**src/rtl/multicycle_controller.sv**
```systemverilog
// -----------------------------------------------------------------------------
// multicycle_controller
//
// Moore-style main controller for a shared multi-cycle RV32I datapath. The
// datapath has one ALU, one unified instruction/data memory and the
// IR/OldPC/A/WriteData/ALUOut/Data registers. Each instruction is stepped
// through fetch, decode, execute, memory and writeback states. Memory states
// stall on mem_ready, and give up after WAIT_LIMIT waiting cycles.
//
// Supported: lw, sw, add/sub/and/or/xor/slt/sll/srl,
//            addi/andi/ori/xori/slti/slli/srli, beq, bne, jal.
//
// Ports
//   clk           clock
//   rst           synchronous active-high reset
//   op            instruction[6:0] from IR
//   funct3        instruction[14:12]
//   funct7        instruction[30]
//   Zero          ALU zero flag
//   mem_ready     memory access completes this cycle
//   PCWrite       PC register enable
//   AdrSrc        memory address select: 0 PC, 1 ALUOut
//   MemWrite      memory write strobe
//   IRWrite       IR/OldPC enable
//   ResultSrc     00 ALUOut, 01 Data, 10 ALUResult
//   ALUSrcA       00 PC, 01 OldPC, 10 A
//   ALUSrcB       00 WriteData, 01 ImmExt, 10 constant 4
//   ALUctrl       000 add, 001 sub, 010 and, 011 or, 100 xor, 101 slt,
//                 110 sll, 111 srl
//   ImmSrc        000 I, 001 S, 010 B, 100 J
//   RegWrite      register file write enable
//   illegal_instr one-cycle pulse on an undecodable instruction
//   mem_timeout   one-cycle pulse when a memory wait times out
//   state_dbg     current state encoding
// -----------------------------------------------------------------------------
module multicycle_controller #(
   parameter int STATE_WIDTH = 4,
   parameter int WAIT_LIMIT  = 16   // 0 disables the timeout
) (
   input  logic                   clk,
   input  logic                   rst,
   input  logic [6:0]             op,
   input  logic [2:0]             funct3,
   input  logic                   funct7,
   input  logic                   Zero,
   input  logic                   mem_ready,
   output logic                   PCWrite,
   output logic                   AdrSrc,
   output logic                   MemWrite,
   output logic                   IRWrite,
   output logic [1:0]             ResultSrc,
   output logic [1:0]             ALUSrcA,
   output logic [1:0]             ALUSrcB,
   output logic [2:0]             ALUctrl,
   output logic [2:0]             ImmSrc,
   output logic                   RegWrite,
   output logic                   illegal_instr,
   output logic                   mem_timeout,
   output logic [STATE_WIDTH-1:0] state_dbg
);

   typedef enum logic [3:0] {
      FETCH    = 4'd0,
      DECODE   = 4'd1,
      MEMADR   = 4'd2,
      MEMREAD  = 4'd3,
      MEMWB    = 4'd4,
      MEMWRITE = 4'd5,
      EXECR    = 4'd6,
      EXECI    = 4'd7,
      ALUWB    = 4'd8,
      BRANCH   = 4'd9,
      JAL      = 4'd10
   } state_t;

   localparam logic [6:0] OP_LOAD   = 7'b0000011;
   localparam logic [6:0] OP_STORE  = 7'b0100011;
   localparam logic [6:0] OP_R      = 7'b0110011;
   localparam logic [6:0] OP_I      = 7'b0010011;
   localparam logic [6:0] OP_BRANCH = 7'b1100011;
   localparam logic [6:0] OP_JAL    = 7'b1101111;

   localparam logic [2:0] ALU_ADD = 3'b000;
   localparam logic [2:0] ALU_SUB = 3'b001;
   localparam logic [2:0] ALU_AND = 3'b010;
   localparam logic [2:0] ALU_OR  = 3'b011;
   localparam logic [2:0] ALU_XOR = 3'b100;
   localparam logic [2:0] ALU_SLT = 3'b101;
   localparam logic [2:0] ALU_SLL = 3'b110;
   localparam logic [2:0] ALU_SRL = 3'b111;

   // The counter only needs to reach WAIT_LIMIT-1.
   localparam int CNT_W = (WAIT_LIMIT > 1) ? $clog2(WAIT_LIMIT) : 1;

   state_t           state, next_state;
   logic [CNT_W-1:0] wait_cnt;
   logic             waiting;
   logic             timeout;

   // R-type and I-type arithmetic share one legality rule. funct3 011 (sltu)
   // is not supported. Shifts with bit 30 set would be sra/srai, which are
   // also unsupported. For the other funct3 values, bit 30 is either ignored
   // (R-type) or just an immediate bit (I-type).
   function automatic logic arith_legal(input logic [2:0] f3, input logic f7);
      return !((f3 == 3'b011) || (f7 && ((f3 == 3'b001) || (f3 == 3'b101))));
   endfunction

   // sub only exists in R-type; in I-type, 000 with bit 30 set is still addi.
   function automatic logic [2:0] alu_decode(input logic [2:0] f3, input logic f7,
                                             input logic is_r);
      logic [2:0] code;
      code = ALU_ADD;
      case (f3)
         3'b000:  code = (is_r && f7) ? ALU_SUB : ALU_ADD;
         3'b111:  code = ALU_AND;
         3'b110:  code = ALU_OR;
         3'b100:  code = ALU_XOR;
         3'b010:  code = ALU_SLT;
         3'b001:  code = ALU_SLL;
         3'b101:  code = ALU_SRL;
         default: code = ALU_ADD;
      endcase
      return code;
   endfunction

   assign waiting = (state == FETCH) || (state == MEMREAD) || (state == MEMWRITE);
   assign timeout = (WAIT_LIMIT != 0) && waiting && !mem_ready &&
                    (wait_cnt == CNT_W'(WAIT_LIMIT - 1));

   // NOTE: sequential state uses non-blocking (<=) so every register samples
   // pre-edge values; the combinational block below uses blocking (=).
   always_ff @(posedge clk) begin
      if (rst) begin
         state    <= FETCH;
         wait_cnt <= '0;
      end else begin
         state <= next_state;
         // A timeout from FETCH re-enters FETCH, so clear on it explicitly.
         if ((next_state != state) || timeout)
            wait_cnt <= '0;
         else if (waiting && !mem_ready)
            wait_cnt <= wait_cnt + 1'b1;
      end
   end

   // NOTE: every output gets a default before the case statement, so no path
   // leaves a signal unassigned and no latch is inferred.
   always_comb begin
      next_state    = state;
      PCWrite       = 1'b0;
      AdrSrc        = 1'b0;
      MemWrite      = 1'b0;
      IRWrite       = 1'b0;
      ResultSrc     = 2'b00;
      ALUSrcA       = 2'b00;
      ALUSrcB       = 2'b00;
      ALUctrl       = ALU_ADD;
      RegWrite      = 1'b0;
      illegal_instr = 1'b0;
      mem_timeout   = 1'b0;

      case (state)
         FETCH: begin
            // The ALU computes PC+4 while memory returns the instruction.
            ALUSrcB   = 2'b10;
            ResultSrc = 2'b10;
            IRWrite   = mem_ready;
            PCWrite   = mem_ready;
            if (mem_ready) next_state = DECODE;
         end
         DECODE: begin
            // OldPC + ImmExt: the branch target is precomputed into ALUOut.
            ALUSrcA    = 2'b01;
            ALUSrcB    = 2'b01;
            next_state = FETCH;
            case (op)
               OP_LOAD, OP_STORE:
                  if (funct3 == 3'b010) next_state = MEMADR;
                  else                  illegal_instr = 1'b1;
               OP_R:
                  if (arith_legal(funct3, funct7)) next_state = EXECR;
                  else                             illegal_instr = 1'b1;
               OP_I:
                  if (arith_legal(funct3, funct7)) next_state = EXECI;
                  else                             illegal_instr = 1'b1;
               OP_BRANCH:
                  if (funct3 == 3'b000 || funct3 == 3'b001) next_state = BRANCH;
                  else                                      illegal_instr = 1'b1;
               OP_JAL:
                  next_state = JAL;
               default:
                  illegal_instr = 1'b1;
            endcase
         end
         MEMADR: begin
            ALUSrcA = 2'b10;
            ALUSrcB = 2'b01;
            if (op == OP_STORE)     next_state = MEMWRITE;
            else if (op == OP_LOAD) next_state = MEMREAD;
            else                    next_state = FETCH;
         end
         MEMREAD: begin
            AdrSrc = 1'b1;
            if (mem_ready) next_state = MEMWB;
         end
         MEMWB: begin
            ResultSrc  = 2'b01;
            RegWrite   = 1'b1;
            next_state = FETCH;
         end
         MEMWRITE: begin
            // The strobe is held for the whole wait, not pulsed.
            AdrSrc   = 1'b1;
            MemWrite = 1'b1;
            if (mem_ready) next_state = FETCH;
         end
         EXECR: begin
            ALUSrcA    = 2'b10;
            ALUctrl    = alu_decode(funct3, funct7, 1'b1);
            next_state = ALUWB;
         end
         EXECI: begin
            ALUSrcA    = 2'b10;
            ALUSrcB    = 2'b01;
            ALUctrl    = alu_decode(funct3, funct7, 1'b0);
            next_state = ALUWB;
         end
         ALUWB: begin
            RegWrite   = 1'b1;
            next_state = FETCH;
         end
         BRANCH: begin
            // Compare rs1 - rs2. On a taken branch, PC loads the target from ALUOut.
            ALUSrcA    = 2'b10;
            ALUctrl    = ALU_SUB;
            PCWrite    = ((funct3 == 3'b000) && Zero) || ((funct3 == 3'b001) && !Zero);
            next_state = FETCH;
         end
         JAL: begin
            // PC <- target held in ALUOut, while ALU computes OldPC+4 for rd.
            ALUSrcA    = 2'b01;
            ALUSrcB    = 2'b10;
            PCWrite    = 1'b1;
            next_state = ALUWB;
         end
         default: next_state = FETCH;
      endcase

      if (timeout) begin
         PCWrite     = 1'b0;
         IRWrite     = 1'b0;
         MemWrite    = 1'b0;
         RegWrite    = 1'b0;
         mem_timeout = 1'b1;
         next_state  = FETCH;
      end

      // During reset, nothing may write. The selects show their FETCH values.
      if (rst) begin
         PCWrite       = 1'b0;
         IRWrite       = 1'b0;
         MemWrite      = 1'b0;
         RegWrite      = 1'b0;
         illegal_instr = 1'b0;
         mem_timeout   = 1'b0;
         AdrSrc        = 1'b0;
         ALUSrcA       = 2'b00;
         ALUSrcB       = 2'b10;
         ALUctrl       = ALU_ADD;
         ResultSrc     = 2'b10;
         next_state    = FETCH;
      end
   end

   // The immediate format depends only on the opcode, so it is valid in every state.
   always_comb begin
      ImmSrc = 3'b000;
      case (op)
         OP_LOAD, OP_I: ImmSrc = 3'b000;
         OP_STORE:      ImmSrc = 3'b001;
         OP_BRANCH:     ImmSrc = 3'b010;
         OP_JAL:        ImmSrc = 3'b100;
         default:       ImmSrc = 3'b000;
      endcase
   end

   assign state_dbg = STATE_WIDTH'(state);

endmodule

```
**config.mk**
```make
export PLATFORM = sky130hd
export DESIGN_NAME = multicycle_controller
export DESIGN_NICKNAME = d
export VERILOG_FILES = /design/src/rtl/multicycle_controller.sv
export SDC_FILE = /design/constraint.sdc
export NUM_CORES = 1
export LEC_CHECK = 0
export ABC_AREA = 1
export ABC_CLOCK_PERIOD_IN_PS = 2200
export BUFFER_PORTS_ARGS = -buffer_cell sky130_fd_sc_hd__buf_4
export CAP_MARGIN = 20
export CORE_ASPECT_RATIO = 0.8
export CORE_UTILIZATION = 53
export CTS_CLUSTER_SIZE = 40
export DETAILED_ROUTE_END_ITERATION = 16
export PLACE_DENSITY = 0.85
export SKIP_CTS_REPAIR_TIMING = 1
export SYNTH_ARGS = -nofsm -noshare
export SYNTH_HDL_FRONTEND = slang
export SYNTH_SLANG_ARGS = --single-unit
```
**constraint.sdc**
```tcl
create_clock -name clk -period 2.2 [get_ports clk]
set_input_delay 0.11 -clock clk [delete_from_list [all_inputs] [get_ports clk]]
set_output_delay 0.11 -clock clk [all_outputs]
set_load 0.01 [all_outputs]
```
=== After elaboration in Yosys (flattened, before gate mapping) ===
Index checks and enable logic that the tools add are counted.

* $add $sub $neg: 1
* Eq/ne operators: 25
* Muxes and demuxes: 47
* Reductions and logical operators: 26

{| class="wikitable"
|+ Operators by type and width
! cell !! count
|-
| $mux 4 || 6
|-
| $pmux 4 s6 || 1
|-
| $mux 1 || 21
|-
| $pmux 3 s7 || 1
|-
| $pmux 4 s5 || 1
|-
| $pmux 3 s3 || 2
|-
| $pmux 3 s6 || 1
|-
| $eq 4x3->1 const B || 4
|-
| $eq 4x4->1 const B || 4
|-
| $eq 7x6->1 const B || 2
|-
| $eq 7x7->1 const B || 2
|-
| $reduce_or 2->1 || 7
|-
| $eq 3x3->1 const B || 4
|-
| $mux 3 || 4
|-
| $pmux 2 s2 || 3
|-
| $mux 2 || 5
|-
| $eq 4x2->1 const B || 2
|-
| $eq 7x2->1 const B || 1
|-
| $eq 7x5->1 const B || 1
|-
| $logic_or 1x1->1 || 7
|-
| $eq 3x2->1 const B || 2
|-
| $reduce_or 3->1 || 2
|-
| $logic_and 1x1->1 || 5
|-
| $add 4x1->4 const B || 1
|-
| other kinds (9) || 10
|}

* Register bits after elaboration: 8
* Input port bits: 15
* Output and inout bits: 23
* Logic and storage cells: 101

=== Depth between registers and ports, before layout ===
Gate-level depths: netlist of the first run.

* Word-level depth: 12
* Depth in mapped cells: 14

=== Worst setup path before layout of the first run ===
Ideal clock, no wire load.

* Kind: register to register
* From: register state[1] (netlist: state_dbg[1])
* To: register wait_cnt[0]
* Library setup time: 0.112 ns
* Arrival time: 1.393 ns
* Slack: 0.695 ns
* Stages on the path, launching flop included: 14
* Path buffers: 1
* Period minus slack after synthesis: 1.505 ns
* Cell sequence: dfxtp_1 buf_4 nor2_1 nand2_1 nand3_2 nand2_4 nor2_4 nor2_4 nand2_1 nand2_1 nand2_1 inv_1 nand3_2 nor2_1

* Cells in the longest elaborated chain, start to end: 10

{| class="wikitable"
|+ Ends and longest elaborated chain
! element !! RTL line !! source
|-
| start: declaration || 95 || <nowiki>state_t state, next_state;</nowiki>
|-
| start signal: assignment || 137 || <nowiki>state <= next_state;</nowiki>
|-
| parallel branches: the longest is 10 deep, another holds $pmux 4 s6 || n/a ||
|-
| end signal: assignment || 142 || <nowiki>wait_cnt <= wait_cnt + 1'b1;</nowiki>
|-
| end: declaration || 96 || <nowiki>logic [CNT_W-1:0] wait_cnt;</nowiki>
|}

Parallel ways; which one is timed is not known.
A chain may end at the register's enable or synchronous reset.

=== Worst setup path in the final report of the first run ===
* From: register state[1] (netlist: state_dbg[1])
* To: output ALUctrl[1]

* Cells in the longest elaborated chain, start to end: 3

{| class="wikitable"
|+ Ends and longest elaborated chain
! element !! RTL line !! source
|-
| $eq 4x4->1 / $eq 4x3->1 (equally long branches) || 162 || <nowiki>case (state)</nowiki>
|-
| $pmux 3 s3 * || 162 ||
|-
| $mux 3 * || 259 || <nowiki>if (rst) begin</nowiki>
|-
| end: declaration || 54 || <nowiki>output logic [2:0] ALUctrl,</nowiki>
|}

Mark *: on every way between the ends. The rest lies on a longest branch, timed or not.

==> results of run 1 <==
[critical path, stage by stage (launching register included)]
cell	delay, ns
dfxtp_1	0.54
inv_1	0.15
nor2_2	0.19
inv_1	0.07
a2111oi_0	0.39
buf_4	0.21
[power by group through the flow]
stage | Combinational [mW] | Clock, mW | Sequential (mW)
floorplan | 0.0725 | 0 | 0.156
global placement | 0.120 | 0 | 0.156
detailed placement | 0.125 | 0 | 0.156
CTS | 0.125 | 0.122 | 0.153
global route | 0.140 | 0.130 | 0.153
finish | 0.127 | 0.120 | 0.153
[flip-flops by register name, summed over array words and instances (netlist names)]
register and flops:
state_dbg 4, wait_cnt 4
[worst paths after layout]
kind                                               start                  endpoint  slack, ns  cells after the start
worst max-delay path             state_dbg[1]$_SDFF_PP0_                ALUctrl[1]       0.29                      5
worst min-delay path                           mem_ready  wait_cnt[2]$_SDFFE_PP0P_       0.34                      6
worst max register to register   state_dbg[1]$_SDFF_PP0_  wait_cnt[3]$_SDFFE_PP0P_       0.40                     12
worst min register to register  wait_cnt[0]$_SDFFE_PP0P_  wait_cnt[0]$_SDFFE_PP0P_       0.57                      3
[cell type report]
class | count | area share, %
repair buffers | 37 | 20.50
well taps | 22 | 2.031
inverters | 37 | 10.25
clock buffers | 3 | 1.662
multi-input cells | 148 | 53.74
flip-flops and latches | 8 | 11.82
[layer usage]
| layer | part of all wire (%) | global-route usage (%) | vias up | routed length, um |
|---|---|---|---|---|
| li1 | - | - | 687 | - |
| met1 | 43 | 42.32 | 591 | 1308 |
| met2 | 46 | 50.65 | 80 | 1389 |
| met3 | 9.1 | 6.593 | 8 | 276 |
| met4 | 1.8 | 6.486 | 0 | 53 |
| met5 | 0 | 0 | - | 0 |
[cells by family (layout without fill, tap and decap cells)]
group,after synthesis,after routing,synth area share (%)
DFF,8,8,15.42
buffers and inverters,39,77,14.46
adders and majority gates,1,1,1.205
and+or+nand+nor,129,129,56.75
AOI/OAI and AO/OA,14,14,8.555
xor gates and xnor gates,3,3,2.531
muxes,1,1,1.084
[per-stage QoR]
stage / power (mW) / util (%) / cells
global placement: 0.2752 / 77.29 / 252
floorplan: 0.2284 / - / 195
global route: 0.4236 / 78.59 / 255
finish: 0.3998 / 78.59 / 255
CTS: 0.3996 / 78.59 / 255
detailed placement: 0.2805 / 77.29 / 252
[layout by cell type, fill, tap and decap left out, drive strengths merged]
cell	Yosys	routed
nor3	3	3
xnor2	2	2
clkbuf	1	3
xor2	1	1
nand4	2	2
nor2	45	45
a31oi	3	3
a21oi	3	3
clkinv	1	1
o211ai	1	1
nand3	24	24
dfxtp	8	8
mux2	1	1
o22ai	1	1
nand3b	1	1
ha	1	1
o21ai	2	2
nand2	54	54
inv	36	36
a211oi	2	2
a2111oi	1	1
o31ai	1	1
buf	1	37
==> results.cfg, run 1 <==
[yosys]
synth_cell_type_count = 29
yosys-top-cells-count = nand2_1, nor2_1, inv_1, nand3_1, dfxtp_1
synth_top_area_share_pct = 18.43
ys_seq_area_share_pct = 15.42
ys.flop_type = dfxtp_1
synth.area.top_cells = nand2_1, dfxtp_1, nor2_1
synthArstFlopShare_pct = 0
syn_avg_cell_area_um2 = 5.326
yosysMostFrequentCell = nand2_1
synth_top_area_cell = nand2_1
yosysWarnings = 0
synth-edff-count = 0
postSynthCellCount = 195
syn_nets = 211
synthesis.area_um2 = 1038
synth-seq-cells = 8

[pwr]
p_clk_share_pct = 30.0
p_switching_uw = 136.9
p_comb_share_pct = 31.7
leakage_nw = 0.7860
power_frac_seq_pct = 38.3
internal_power_uw = 263.0
vdd_ir_drop_max_uv = 335.5
powerDensity_nw_per_um2 = 295.1
sw_frac_of_total_pct = 34.23

[sta]
slew-limit-headroom_pct = 67.73
fin_crit_sh_pct = 86.83
setup_viol = 0
worstMarginPinSlew_ns = 0.4719
max_freq_mhz = 523.5
drv_slew = 0
rsz0062_at_grt = no
hold_ws_ns = 0.3364
fin_tns_setup_ns = 0
clock_skew_ns = 0.01333
layout_min_cycle_time_ns = 1.910
fin_ws_ns = 0.2898
hold_viol = 0

[clock_network]
path_clk_slew_ns = 0.06
root_buffer = clkbuf_4
cts.path.max_buffers = 2
cts_tree = built
cts_made_buffers = 3
htree_num_levels = 1
clk_latency_ns = 0.27
cts.sinks = 8

[layout]
drive_gt1_share_pct = 24.03
diodes = 0
sequential_cell_area_um2 = 160.2
fin_area_um2 = 1355
multi_input_area_um2 = 728.2
layout-area-overhead-vs-synth_pct = 30.48
num-fill-cells = 146
nets = 251

[grt]
grt_pass1_vias = 1197
grt_max_degree = 13
grt_use_total_pct = 31.25
overflow = 0
antenna_found_initial = 0
grt_pass1_wl_mm = 5.119

[placed_design]
gp_congestion = 0.8989
hpwl_mm = 2.411
placedInstanceArea_um2 = 1333
dp_slack_ns = 0.4276
port-buffer-count = 37

[die]
die_height_um = 41.59
row_count = 13
die_area_um2 = 2141
core_area_um2 = 1724
io_pins = 38
floorplan.initialDensity_pct = 60.23
die_w_um = 51.49

[status]
status = finished clean

[worst_setup_path]
cp-end-kind = output port
start_kind = register
path_max_fanout = 9
crit_required_ns = 2.09
cp.arrival_ns = 1.80
critical_path_class = reg2out

[worst_hold_path]
hp-class = in2reg

[routing]
drcViolationCount = 0
viasPerCell = 5.357
drt_iter0_markers = 75
via_count = 1366
routedWlPerCell_um = 11.87
ant_nets = 0
drt-pass1-iter-count = 4
wirelength_mm = 3.028

[job]
max_cap_violations = 0
Note: power is estimated with default switching activity, not from simulation.
==> run 2, diff against run 1 <==
--- a/config.mk
+++ b/config.mk
@@ -9,8 +9,10 @@
 export ABC_CLOCK_PERIOD_IN_PS = 2200
 export BUFFER_PORTS_ARGS = -buffer_cell sky130_fd_sc_hd__buf_4
 export CAP_MARGIN = 20
+export CELL_PAD_IN_SITES_DETAIL_PLACEMENT = 0
+export CELL_PAD_IN_SITES_GLOBAL_PLACEMENT = 1
 export CORE_ASPECT_RATIO = 0.8
-export CORE_UTILIZATION = 53
+export CORE_UTILIZATION = 34
 export CTS_CLUSTER_SIZE = 40
 export DETAILED_ROUTE_END_ITERATION = 16
 export PLACE_DENSITY = 0.85
==> results.cfg, run 2 (synthesized netlist as in run 1, its figures left out) <==
[routing]
via_count = 1271
drt_iter0_markers = 54
routedWlPerCell_um = 10.46
wirelength_mm = 2.834
drcViolationCount = 0
drt-pass1-iter-count = 4
ant_nets = 0
viasPerCell = 4.690

[sta]
max_freq_mhz = 557.1
worstMarginPinSlew_ns = 0.4109
fin_crit_sh_pct = 81.59
slew-limit-headroom_pct = 71.90
rsz0062_at_grt = no
clock_skew_ns = 0.002698
setup_viol = 0
layout_min_cycle_time_ns = 1.795
fin_tns_setup_ns = 0
hold_viol = 0
drv_slew = 0

[job]
max_cap_violations = 0

[worst_setup_path]
path_max_fanout = 9
critical_path_class = reg2out
cp-end-kind = output port
crit_required_ns = 2.09
cp.arrival_ns = 1.69
start_kind = register

[layout]
drive_gt1_share_pct = 24.03
num-fill-cells = 321
final_cell_mix = nand2_1, nor2_1, buf_4
layout-area-overhead-vs-synth_pct = 34.22
mostFrequentLayoutCell = nand2_1
instances_no_fill = 271
nets = 251
diodes = 0

[placed_design]
port-buffer-count = 37
place_inst = 268
gp_congestion = 0.8473
hpwl_mm = 2.389

[clock_network]
htree_num_levels = 1
cts.path.max_buffers = 2
path_clk_slew_ns = 0.04
cts.sinks = 8
cts_made_buffers = 3
clk_latency_ns = 0.22
cts_tree = built
root_buffer = clkbuf_8

[die]
row_count = 17
die_area_um2 = 3281
die_height_um = 51.43
core_area_um2 = 2829
die_w_um = 63.79
floorplan.initialDensity_pct = 36.71
io_pins = 38

[grt]
grt_pass1_wl_mm = 4.767
grt_use_total_pct = 18.19
grt_pass1_vias = 1129
grt_max_degree = 13
antenna_found_initial = 0
overflow = 0

[pwr]
powerDensity_nw_per_um2 = 323.5
leakage_nw = 0.7937
vdd_ir_drop_max_uv = 391.9

[status]
status = finished clean

[worst_hold_path]
hp-class = in2reg
[run 2: changes by cell type in the layout (fill, tap and decap cells not counted)]
cell      previous run  this run
clkbuf_4             3         0
clkbuf_8             0         3
[run 2: path summary, 6_finish.rpt]
path,startpoint,to,slack [ns],cells after the start
worst max-delay path,state_dbg[1]$_SDFF_PP0_,ALUctrl[1],0.40,5
worst min-delay path,rst,state_dbg[3]$_SDFF_PP0_,0.38,4
worst max register to register,state_dbg[1]$_SDFF_PP0_,wait_cnt[3]$_SDFFE_PP0P_,0.46,10
worst min register to register,wait_cnt[3]$_SDFFE_PP0P_,wait_cnt[3]$_SDFFE_PP0P_,0.55,3
[run 2: routing by layer]
metal / up-vias / part of all wire [%] / wire length, um / global-route usage (%)
li1: 690 / - / - / -
met5: - / 0 / 0 / 0
met1: 545 / 55 / 1549 / 26.20
met2: 36 / 40 / 1132 / 29.08
met4: 0 / 0 / 0 / 0
met3: 0 / 5.4 / 153 / 4.018
[run 2: worst max-delay path: stages, from the launching register on]
cell	delay, ns
dfxtp_1	0.51
inv_1	0.14
nor2_2	0.20
inv_1	0.08
a2111oi_0	0.33
buf_4	0.20
[run 2: layout make-up]
| cell class | instances | area, um^2 | area share, % |
|---|---|---|---|
| multi-input combinational | 148 | 728.2 | 52.24 |
| sequential | 8 | 160.2 | 11.49 |
| inverter | 37 | 138.9 | 9.964 |
| clock buffer | 3 | 41.29 | 2.962 |
| tap | 38 | 47.55 | 3.411 |
| timing repair buffer | 37 | 277.8 | 19.93 |
[run 2: per-stage QoR]
| stage | cell area, um^2 | power [mW] | hold slack (ns) | util (%) | setup slack (ns) |
|---|---|---|---|---|---|
| CTS | 1394 | 0.4567 | 0.3823 | 49.27 | 0.4273 |
| finish | 1394 | 0.4509 | 0.3795 | 49.27 | 0.4049 |
| detailed placement | 1353 | 0.2795 | 0.5379 | 47.81 | 0.4713 |
| global placement | 1353 | 0.2779 | 0.5245 | 47.81 | 0.4884 |
| floorplan | 1039 | 0.2284 | 0.2967 | - | 0.6948 |
| global route | 1394 | 0.4851 | 0.4191 | 49.27 | 0.2602 |
[run 2: where the power goes]
group / internal [mW] / switching [mW]
clock: 0.118 / 0.0552
combinational: 0.0512 / 0.0723
sequential: 0.149 / 0.00434
total: 0.319 / 0.132
==> run 3, diff against run 2 <==
--- a/config.mk
+++ b/config.mk
@@ -6,16 +6,16 @@
 export NUM_CORES = 1
 export LEC_CHECK = 0
 export ABC_AREA = 1
-export ABC_CLOCK_PERIOD_IN_PS = 2200
+export ABC_CLOCK_PERIOD_IN_PS = 1700
 export BUFFER_PORTS_ARGS = -buffer_cell sky130_fd_sc_hd__buf_4
 export CAP_MARGIN = 20
 export CELL_PAD_IN_SITES_DETAIL_PLACEMENT = 0
 export CELL_PAD_IN_SITES_GLOBAL_PLACEMENT = 1
 export CORE_ASPECT_RATIO = 0.8
-export CORE_UTILIZATION = 34
+export CORE_UTILIZATION = 31
 export CTS_CLUSTER_SIZE = 40
 export DETAILED_ROUTE_END_ITERATION = 16
-export PLACE_DENSITY = 0.85
+export PLACE_DENSITY = 0.78
 export SKIP_CTS_REPAIR_TIMING = 1
 export SYNTH_ARGS = -nofsm -noshare
 export SYNTH_HDL_FRONTEND = slang
==> constraint.sdc (replaced) <==
create_clock -name clk -period 1.7 [get_ports clk]
set_input_delay 0.085 -clock clk [delete_from_list [all_inputs] [get_ports clk]]
set_output_delay 0.085 -clock clk [all_outputs]
set_load 0.01 [all_outputs]
==> results.cfg, run 3 (synthesized netlist as in run 1, its figures left out) <==
[clock_network]
cts.path.max_buffers = 2
cts_made_buffers = 3
cts.sinks = 8
cts_tree = built
root_buffer = clkbuf_8
htree_num_levels = 1
clk_latency_ns = 0.23
path_clk_slew_ns = 0.04

[grt]
antenna_found_initial = 0
grt_pass1_vias = 1084
overflow = 0
grt_use_total_pct = 17.38
grt_pass1_wl_mm = 4.802
grt_max_degree = 13

[sta]
drv_slew = 0
rsz0062_at_grt = yes
layout_min_cycle_time_ns = 1.627
hold_viol = 0
slew-limit-headroom_pct = 76.63
max_freq_mhz = 614.7
worstMarginPinSlew_ns = 0.3496
fin_crit_sh_pct = 95.69
clock_skew_ns = 0.002102
setup_viol = 0
hold_ws_ns = 0.3717

[worst_setup_path]
cp-end-kind = output port
crit_required_ns = 1.62
start_kind = register
critical_path_class = reg2out
path_max_fanout = 6
cp.arrival_ns = 1.54

[routing]
via_count = 1290
wirelength_mm = 2.893
drt_iter0_markers = 56
drt-pass1-iter-count = 4
drcViolationCount = 0
viasPerCell = 4.510
routedWlPerCell_um = 10.12
ant_nets = 0

[die]
die_w_um = 66.71
row_count = 18
die_area_um2 = 3587
io_pins = 38
die_height_um = 53.77
floorplan.initialDensity_pct = 33.17
core_area_um2 = 3131

[layout]
final_util_pct = 48.64
nets = 264
diodes = 0
drive_gt1_share_pct = 31.30
layout-area-overhead-vs-synth_pct = 46.63
mostFrequentLayoutCell = nand2_1
final_cell_mix = nand2_1, buf_4, nor2_1
instances_no_fill = 286

[worst_hold_path]
hp-class = in2reg

[placed_design]
place_inst = 281
gp_congestion = 0.8139
port-buffer-count = 37
hpwl_mm = 2.398

[job]
max_cap_violations = 0

[status]
status = finished clean

[pwr]
vdd_ir_drop_max_uv = 333.9
powerDensity_nw_per_um2 = 396.8
leakage_nw = 0.8593
## run 3: final timing paths
| kind | slack (ns) | start | depth (start not counted) | end |
|---|---|---|---|---|
| worst max-delay path | 0.07 | state_dbg[3]$_SDFF_PP0_ | 9 | ALUSrcB[0] |
| worst min-delay path | 0.37 | mem_ready | 6 | wait_cnt[2]$_SDFFE_PP0P_ |
| worst max register to register | 0.14 | state_dbg[0]$_SDFF_PP0_ | 11 | wait_cnt[1]$_SDFFE_PP0P_ |
| worst min register to register | 0.53 | wait_cnt[3]$_SDFFE_PP0P_ | 3 | wait_cnt[3]$_SDFFE_PP0P_ |
## run 3: through the flow
stage | area (um^2) | TNS [ns] | setup slack, ns | power, mW
after floorplan | 1039 | 0 | 0.1948 | 0.2955
after global placement | 1438 | 0 | 0.01789 | 0.3783
after detailed placement | 1438 | 0 | 0.03932 | 0.3768
after CTS | 1479 | -0.08683 | -0.06359 | 0.6110
after global routing | 1523 | -0.2141 | -0.04358 | 0.6454
final | 1523 | 0 | 0.07319 | 0.6042
## run 3: final cells by class
type                       instances  area [um^2]
timing repair buffer              50        375.4
tap                               40        50.05
multi-input combinational        148        744.5
fill                             343         1608
inverter                          37        141.4
clock buffer                       3        41.29
sequential                         8        170.2
## run 3: power breakdown
group	switching, mW	internal, mW	total (mW)
combinational	0.0973	0.0813	0.179
clock	0.0748	0.153	0.228
sequential	0.00609	0.191	0.197
## run 3: layer usage
| layer | wire length (um) | global-route usage, % | part of all wire, % | up-vias |
|---|---|---|---|---|
| li1 | - | - | - | 717 |
| met1 | 1534 | 25.44 | 53 | 546 |
| met2 | 1222 | 27.27 | 42 | 27 |
| met3 | 136 | 3.390 | 4.7 | 0 |
| met4 | 0 | 1.064 | 0 | 0 |
| met5 | 0 | 0 | 0 | - |
## run 3: critical path: stages (launching register included)
cell	delay, ns
dfxtp_2	0.40
inv_2	0.05
nand2_1	0.14
nor2_2	0.05
buf_4	0.13
inv_1	0.07
nor2_1	0.06
o31ai_1	0.21
inv_1	0.06
buf_4	0.14
